--- src/rtl/fifo_rd_sched.sv ---
// rtl/fifo_rd_sched.sv - read-side scheduler: FIFO pop, skid buffer, rotating distribution
module fifo_rd_sched #(
  parameter int WIDTH      = 32,
  parameter int NUM_DEST   = 4,
  parameter int SKID_DEPTH = 4
) (
  input  logic                rclk,
  input  logic                rst_n,
  input  logic                fifo_rempty,
  input  logic [WIDTH-1:0]    fifo_rdata,
  output logic                fifo_rinc,
  input  logic [NUM_DEST-1:0] dest_en,
  output logic [WIDTH-1:0]    out_data,
  output logic [NUM_DEST-1:0] out_valid,
  input  logic [NUM_DEST-1:0] out_ready,
  output logic [15:0]         sent_cnt,
  output logic                busy
);
  localparam int PW = (NUM_DEST > 1) ? $clog2(NUM_DEST) : 1;
  localparam int AW = (SKID_DEPTH > 1) ? $clog2(SKID_DEPTH) : 1;
  localparam int CW = $clog2(SKID_DEPTH + 1);
  localparam int OW = CW + 1;

  logic [WIDTH-1:0] mem [SKID_DEPTH];
  logic [AW-1:0]    head;
  logic [AW-1:0]    tail;
  logic [CW-1:0]    cnt;
  logic             v1;
  logic             v2;
  logic [PW-1:0]    ptr;
  logic [PW-1:0]    ptr_next_en;
  logic [OW-1:0]    occ;
  logic             xfer;

  // In-flight words reserve buffer space; a same-cycle drain is deliberately not credited.
  assign occ       = OW'(cnt) + OW'(v1) + OW'(v2);
  assign fifo_rinc = !fifo_rempty && (|dest_en) && (occ < OW'(SKID_DEPTH));
  assign out_data  = mem[head];
  assign busy      = (cnt != '0) || v1 || v2 || fifo_rinc;
  assign xfer      = |(out_valid & out_ready);

  always_comb begin
    out_valid = '0;
    if ((cnt != '0) && dest_en[ptr]) out_valid[ptr] = 1'b1;
  end

  // Nearest enabled index after ptr, cyclically; ptr itself when no other is enabled.
  always_comb begin
    ptr_next_en = ptr;
    for (int k = NUM_DEST - 1; k >= 1; k--) begin
      if (dest_en[PW'((int'(ptr) + k) % NUM_DEST)])
        ptr_next_en = PW'((int'(ptr) + k) % NUM_DEST);
    end
  end

  always_ff @(posedge rclk or negedge rst_n) begin
    if (!rst_n) begin
      head     <= '0;
      tail     <= '0;
      cnt      <= '0;
      v1       <= 1'b0;
      v2       <= 1'b0;
      ptr      <= '0;
      sent_cnt <= '0;
      for (int i = 0; i < SKID_DEPTH; i++) mem[i] <= '0;
    end else begin
      v1 <= fifo_rinc;
      v2 <= v1;
      if (v2) begin
        mem[tail] <= fifo_rdata;
        tail      <= (tail == AW'(SKID_DEPTH - 1)) ? '0 : tail + 1'b1;
      end
      if (xfer) begin
        head     <= (head == AW'(SKID_DEPTH - 1)) ? '0 : head + 1'b1;
        sent_cnt <= sent_cnt + 16'd1;
      end
      case ({v2, xfer})
        2'b10:   cnt <= cnt + 1'b1;
        2'b01:   cnt <= cnt - 1'b1;
        default: cnt <= cnt;
      endcase
      if (xfer || !dest_en[ptr]) ptr <= ptr_next_en;
    end
  end
endmodule

--- config.mk ---
export PLATFORM = sky130hd
export DESIGN_NAME = fifo_rd_sched
export DESIGN_NICKNAME = d
export VERILOG_FILES = /design/src/rtl/fifo_rd_sched.sv
export SDC_FILE = /design/constraint.sdc
export NUM_CORES = 1
export LEC_CHECK = 0
export CAP_MARGIN = 15
export CORE_ASPECT_RATIO = 1.4
export CORE_MARGIN = 2
export CORE_UTILIZATION = 59
export CTS_CLUSTER_SIZE = 24
export DETAILED_ROUTE_END_ITERATION = 8
export PLACE_DENSITY = 0.91
export SLEW_MARGIN = 20
export SYNTH_ARGS = -nofsm -noshare
export SYNTH_HDL_FRONTEND = slang
export SYNTH_SLANG_ARGS = --single-unit
--- constraint.sdc ---
create_clock -name rclk -period 5.3 [get_ports rclk]
set_input_delay 0.795 -clock rclk [delete_from_list [all_inputs] [get_ports rclk]]
set_output_delay 0.795 -clock rclk [all_outputs]
set_load 0.01 [all_outputs]
==> results.tsv, run 1 <==
metric	value	unit
synth_cell_types	41	
grt_first_pass_wirelength	23400	um
die_height	133	um
port_buffers	96	
layout-drive-gt1-share	39.1	%
grt_antenna_before_repair	0	
met3_length	556	um
critical_path_cell_count	5	
routed_wire_length	14500	um
dieArea	0.0128	mm2
min-delay-path-class	register to register	
netlist_top_cells_area	sky130_fd_sc_hd__dfrtp_1 55%, sky130_fd_sc_hd__mux2_2 21%, sky130_fd_sc_hd__mux4_2 11%, sky130_fd_sc_hd__ha_1 2.1%, sky130_fd_sc_hd__xnor2_1 2.1%	
post-synth-top-area-fraction	55.1	%
cp-end-kind	output pin	
worstSetupStartpointType	register	
worst_pin_slew	0.978	ns
placed_cell_area	0.00810	mm2
cap_viol_max_count	0	
initial_core_util	60.1	%
clock_insertion_delay_worst_skew	0.41	ns
peakVddDrop	0.354	mV
rrSetupSlack	2.47	ns
htree_levels	4	
fin_nets	596	
leading_area_contributor_after_synthesis	sky130_fd_sc_hd__dfrtp_1	
cts_buffer_count	17	
drc	0	
synth.avg_cell_area	15.8	um2
maximum_number_of_pins_on_one_net_before_global_route_repair	109	
clock-root-buffer	sky130_fd_sc_hd__clkbuf_16	
cts-hold-fix-buffers	0	
num_vias	4142	
cts.repair.resized	0	
req_time_crit_path	4.51	ns
synth_edf_count	0	
floorplan.die.width	96.3	um
synthCells	446	
final-hold-violation-count	0	
launch_point_of_the_critical_path	v2	
critical_path.n_buffers_inverters	1	
crit_path_end	busy	
critical_path.reg2reg.startpoint	ptr[0]	
tns	0	ns
max_clock_freq	276	MHz
placementRows	47	
route.layer.met1.wl	5600	um
viasPerCell	5.92	
first_global_vias	4635	
routed-wl-met2	8040	um
clk_pin_slew_worst_setup_hold_paths	0.06	ns
core_region_area	0.0117	mm2
slew_headroom	34.8	%
worst_ep_arrival_time	2.83	ns
cp_cell_sequence	ha_1, a21o_1, a2111oi_0, or4_1, clkdlybuf4s50_1	
outcome	finished clean	
grt_setup_unrepaired	no	
syn2layout_area_growth	23.6	%
tritoncts	built	
post_cts_setup_buffer_count	0	
syn_nets	502	
antennaDiodeCount	0	
total_setup_violations_reported_at_the_end_of_the_flow	0	
route.top_layer_used	met4	
cp_slowest_stage_delay	0.59	ns
cts-root-to-sink-buffers	2	
rr_worst_depth	10	
crit_path_max_fanout	10	
timing.critical_path.slowest_stage_cell	sky130_fd_sc_hd__a2111oi_0	
final_period_minus_worst_setup_slack	3.63	ns
detail_route.wl_per_cell	20.6	um
post-dp-hpwl	9170	um
route.antenna.remaining_nets	0	
post_synth_most_frequent_cells	155 x sky130_fd_sc_hd__dfrtp_1, 132 x sky130_fd_sc_hd__mux2_2, 35 x sky130_fd_sc_hd__mux4_2, 17 x sky130_fd_sc_hd__xnor2_1	
power_leakage	3.63	nW
floorplan.io_pins	97	
setup.worst_path.class	register to output pin	
portion_of_the_post_synthesis_area_used_by_sequential_elements	55.1	%
gr-total-overflow	0	
final-max-slew-violation-count	0	
post-route-period-util	68.4	%
critical_path.top_delay_family	compound AO/OA/AOI/OAI gates	
drt_pass1_iterations	4	
power.density_cell_area	666	mW/mm2
grt.total_usage	24.3	%
drtIter0Drc	149	
ys_seq_elements	155	
async_reset_ff_share	100	%
postLayoutCellArea	0.00869	mm2
synthesized_cell_area	0.00703	mm2
reg2reg_to	cnt[2]	
synthesis.yosys.warnings	0	
yosys.cell_count.top_type	sky130_fd_sc_hd__dfrtp_1	
clkSinkCount	155	
place.gp.congestion	0.757	
synth_flop_cell	sky130_fd_sc_hd__dfrtp_1	
skew	0.00571	ns
[worst reg2reg max path, delay by kind of cell, from the launching register on]
kind / cells / cell delay [ns]
compound gates: 2 / 0.59
xor+xnor: 2 / 0.31
buf+inv: 1 / 0.12
simple gates: 2 / 0.28
fa+ha+maj: 3 / 0.88
flops: 1 / 0.59
[flip-flops by register name (all words and copies together) (netlist names)]
name      count
cnt           3
v2            1
mem         128
head          2
sent_cnt     16
ptr           2
v1            1
tail          2
[worst min-delay path by stage]
stage,slack [ns],endpoint,cells after the start,from
2_1_floorplan,0.37,v2,0,v1
3_3_place_gp,0.39,v2,0,v1
3_5_place_dp,0.40,v2,0,v1
4_1_cts,0.40,v2,0,v1
5_1_grt,0.42,v2,0,v1
6_report,0.40,v2,0,v1
[per-stage QoR]
step	hold WS (ns)	power, mW	utilization (%)	std cells	setup WS (ns)
after floorplan	0.369	3.63	-	446	2.53
after global placement	0.386	4.45	69.3	668	1.72
after detailed placement	0.395	4.62	69.3	668	1.70
after CTS	0.399	5.85	74.3	700	1.66
after global routing	0.416	6.11	74.3	700	1.54
final	0.398	5.79	74.3	700	1.67
[cell usage in the layout (no fill, tap or decap), types with 2 or more instances in the layout]
| cell type | instances |
|---|---|
| sky130_fd_sc_hd__dfrtp_1 | 153 |
| sky130_fd_sc_hd__mux2_2 | 132 |
| sky130_fd_sc_hd__clkdlybuf4s50_1 | 95 |
| sky130_fd_sc_hd__mux4_2 | 35 |
| sky130_fd_sc_hd__xnor2_1 | 17 |
| sky130_fd_sc_hd__clkbuf_16 | 17 |
| sky130_fd_sc_hd__ha_1 | 12 |
| sky130_fd_sc_hd__and3_1 | 8 |
| sky130_fd_sc_hd__nand2_1 | 7 |
| sky130_fd_sc_hd__inv_1 | 5 |
| sky130_fd_sc_hd__nand3_1 | 5 |
| sky130_fd_sc_hd__clkinv_2 | 5 |
| sky130_fd_sc_hd__nand2_2 | 4 |
| sky130_fd_sc_hd__o21ai_0 | 4 |
| sky130_fd_sc_hd__nor2_1 | 4 |
| sky130_fd_sc_hd__nand4_1 | 4 |
| sky130_fd_sc_hd__clkbuf_8 | 3 |
| sky130_fd_sc_hd__buf_4 | 3 |
| sky130_fd_sc_hd__and4_1 | 2 |
| sky130_fd_sc_hd__nand4_2 | 2 |
| sky130_fd_sc_hd__xor2_1 | 2 |
| sky130_fd_sc_hd__nor3_1 | 2 |
| sky130_fd_sc_hd__a21oi_1 | 2 |
| sky130_fd_sc_hd__bufinv_16 | 2 |
| sky130_fd_sc_hd__clkinvlp_4 | 2 |
| sky130_fd_sc_hd__dfrtp_2 | 2 |
[layout make-up]
| cell class | count | area [um2] |
|---|---|---|
| fillers | 721 | 3010 |
| multi-input cells | 262 | 3040 |
| clock buffers | 21 | 470 |
| inverters | 5 | 18.8 |
| clock inverters | 11 | 118 |
| repair buffers | 99 | 985 |
| well taps | 147 | 184 |
| flip-flops and latches | 155 | 3880 |
[cells by family (layout without fill, tap and decap cells)]
group                      after synthesis  count (layout)  synth area share [%]
AOI/OAI and AO/OA                       14              14                  1.58
xor gates and xnor gates                19              19                  2.37
adders and majority gates               13              13                  2.42
buffers and inverters                   29             136                  1.83
DFF                                    155             155                  55.1
muxes                                  168             168                  32.5
and+or+nand+nor                         48              48                  4.18
[power by group]
part           internal, mW  total [mW]  switching, mW
clock network         0.729        1.20          0.471
logic                  1.53        2.43          0.892
registers              1.75        2.17          0.413
[routing by layer]
layer,GRT usage [%],up-vias
li1,-,1834
met1,29.1,2200
met2,42.3,88
met3,6.39,20
met4,7.70,0
met5,0,-
Note: power is estimated with default switching activity, not from simulation.
==> inputs of run 2 (changes only) <==
Settings changed: CORE_UTILIZATION 59 to 55, PLACE_DENSITY 0.91 to 0.86.
Clock period 5.3 ns to 3.41 ns, I/O delays scaled along.
==> run 2 against run 1 <==
Compared with the run above: final cell count is 0.86% higher; clock skew hardly changed; via count about the same; clock power increased by 62%; sequential share of layout area is 0.28 points lower; clock-buffer cell count increased by 1; global-route usage decreased by 2.0 points; routed wire length shrank 0.80%; sequential power increased by 50%; setup slack worse by 1.5 ns; register-to-register slack got worse by 1.8 ns; highest routed layer unchanged.
==> results.tsv, run 2 (synthesized netlist as in run 1, its figures left out) <==
metric	value	unit
clkSinkCount	155	
viasPerCell	5.86	
gr-total-overflow	0	
tritoncts	built	
max_clock_freq	305	MHz
grt_first_pass_wirelength	23500	um
power.density_cell_area	1040	mW/mm2
initial_core_util	56.6	%
floorplan.die.width	99.6	um
post-route-period-util	96.1	%
drc	0	
route.antenna.remaining_nets	0	
post-route-util	70.3	%
die_height	138	um
slew_headroom	34.2	%
cts-root-to-sink-buffers	2	
power_leakage	3.65	nW
worst_pin_slew	0.988	ns
cts_buffer_count	17	
clk_pin_slew_worst_setup_hold_paths	0.06	ns
reg.largest.list	mem: 128 flops, sent_cnt: 16 flops, cnt: 3 flops	
syn2layout_area_growth	24.3	%
post_cts_setup_buffer_count	0	
place.gp.congestion	0.746	
outcome	finished clean	
power.total	9.07	mW
layout-drive-gt1-share	39.0	%
grt_antenna_before_repair	0	
cp_slowest_stage_delay	0.62	ns
cts-hold-fix-buffers	0	
placementRows	48	
clock-root-buffer	sky130_fd_sc_hd__clkbuf_16	
final-max-slew-violation-count	0	
detail_route.wl_per_cell	20.3	um
final_common_cell	sky130_fd_sc_hd__dfrtp_1	
min-delay-path-class	input port to asynchronous set/reset pin	
tns	0	ns
maximum_number_of_pins_on_one_net_before_global_route_repair	108	
cp-end-kind	output pin	
htree_levels	4	
fin_nets	599	
layout.area.seq	0.00388	mm2
dieArea	0.0137	mm2
routed_wire_length	14300	um
clock_insertion_delay_worst_skew	0.41	ns
drtIter0Drc	151	
worst_ep_arrival_time	2.77	ns
registers.top_by_ff_count	mem	
num_vias	4138	
multiInputGateArea	0.00304	mm2
grt.total_usage	22.3	%
floorplan.io_pins	97	
total_setup_violations_reported_at_the_end_of_the_flow	0	
cp_cell_sequence	ha_1, a21o_1, a2111oi_0, or4_1, clkdlybuf4s50_1	
skew	0.00541	ns
cts.repair.resized	0	
antennaDiodeCount	0	
final_period_minus_worst_setup_slack	3.28	ns
largest_register_ff_count	128	
worstSetupStartpointType	register	
post-dp-hpwl	9140	um
cap_viol_max_count	0	
final_cell_mix	154 x sky130_fd_sc_hd__dfrtp_1, 132 x sky130_fd_sc_hd__mux2_2, 95 x sky130_fd_sc_hd__clkdlybuf4s50_1	
port_buffers	96	
final-hold-violation-count	0	
peakVddDrop	0.590	mV
first_global_vias	4633	
grt_setup_unrepaired	no	
timing.critical_path.slowest_stage_cell	sky130_fd_sc_hd__a2111oi_0	
core_region_area	0.0124	mm2
filler_cell_count	809	
crit_path_max_fanout	10	
setup.worst_path.class	register to output pin	
req_time_crit_path	2.90	ns
drt_pass1_iterations	4	
[run 2: worst max-delay path: cells and delay by family, from the launching register on]
kind | cells | cell delay (ns)
AOI/OAI and AO/OA | 2 | 0.77
DFF | 1 | 0.54
buffers and inverters | 1 | 0.53
adders and majority gates | 1 | 0.30
and+or+nand+nor | 1 | 0.21
[run 2: power breakdown]
| part | switching, mW | internal (mW) |
|---|---|---|
| Clock | 0.726 | 1.21 |
| Combinational | 1.49 | 2.40 |
| Sequential | 0.522 | 2.73 |
| Total | 2.74 | 6.33 |
[run 2: path summary, 6_finish.rpt]
path	from	endpoint	slack, ns	cells past startpoint
worst max-delay path	v2	busy	0.13	5
max in group asynchronous	rst_n	mem[51]	2.26	2
worst max register to register	ptr[0]	cnt[2]	0.64	10
min in group rclk	v1	v2	0.40	0
worst min-delay path	rst_n	mem[29]	0.21	1
worst min register to register	v1	v2	0.40	0
[run 2: per-layer routing]
metal	share of wire, %	vias up	wire length [um]	GRT usage (%)
li1	-	1853	-	-
met1	40	2167	5790	27.5
met5	0	-	0	0
met3	4.2	22	601	5.78
met4	1.9	0	279	7.53
met2	53	96	7670	38.5
[run 2: per-stage QoR]
stage	instances	hold slack [ns]	instance area, um2	worst slack, ns
after global placement	674	0.389	8130	0.399
after global routing	706	0.291	8740	0.0138
after CTS	706	0.256	8740	0.106
after detailed placement	674	0.386	8130	0.329
after floorplan	446	0.216	7030	0.870
final	706	0.211	8740	0.132
[run 2: final cells by class]
class                      count  area share (%)
clock inverter                10            1.60
timing repair buffer         102            11.5
multi-input combinational    262            34.7
inverter                       5           0.215
sequential                   155            44.4
tap                          150            2.15
clock buffer                  22            5.42
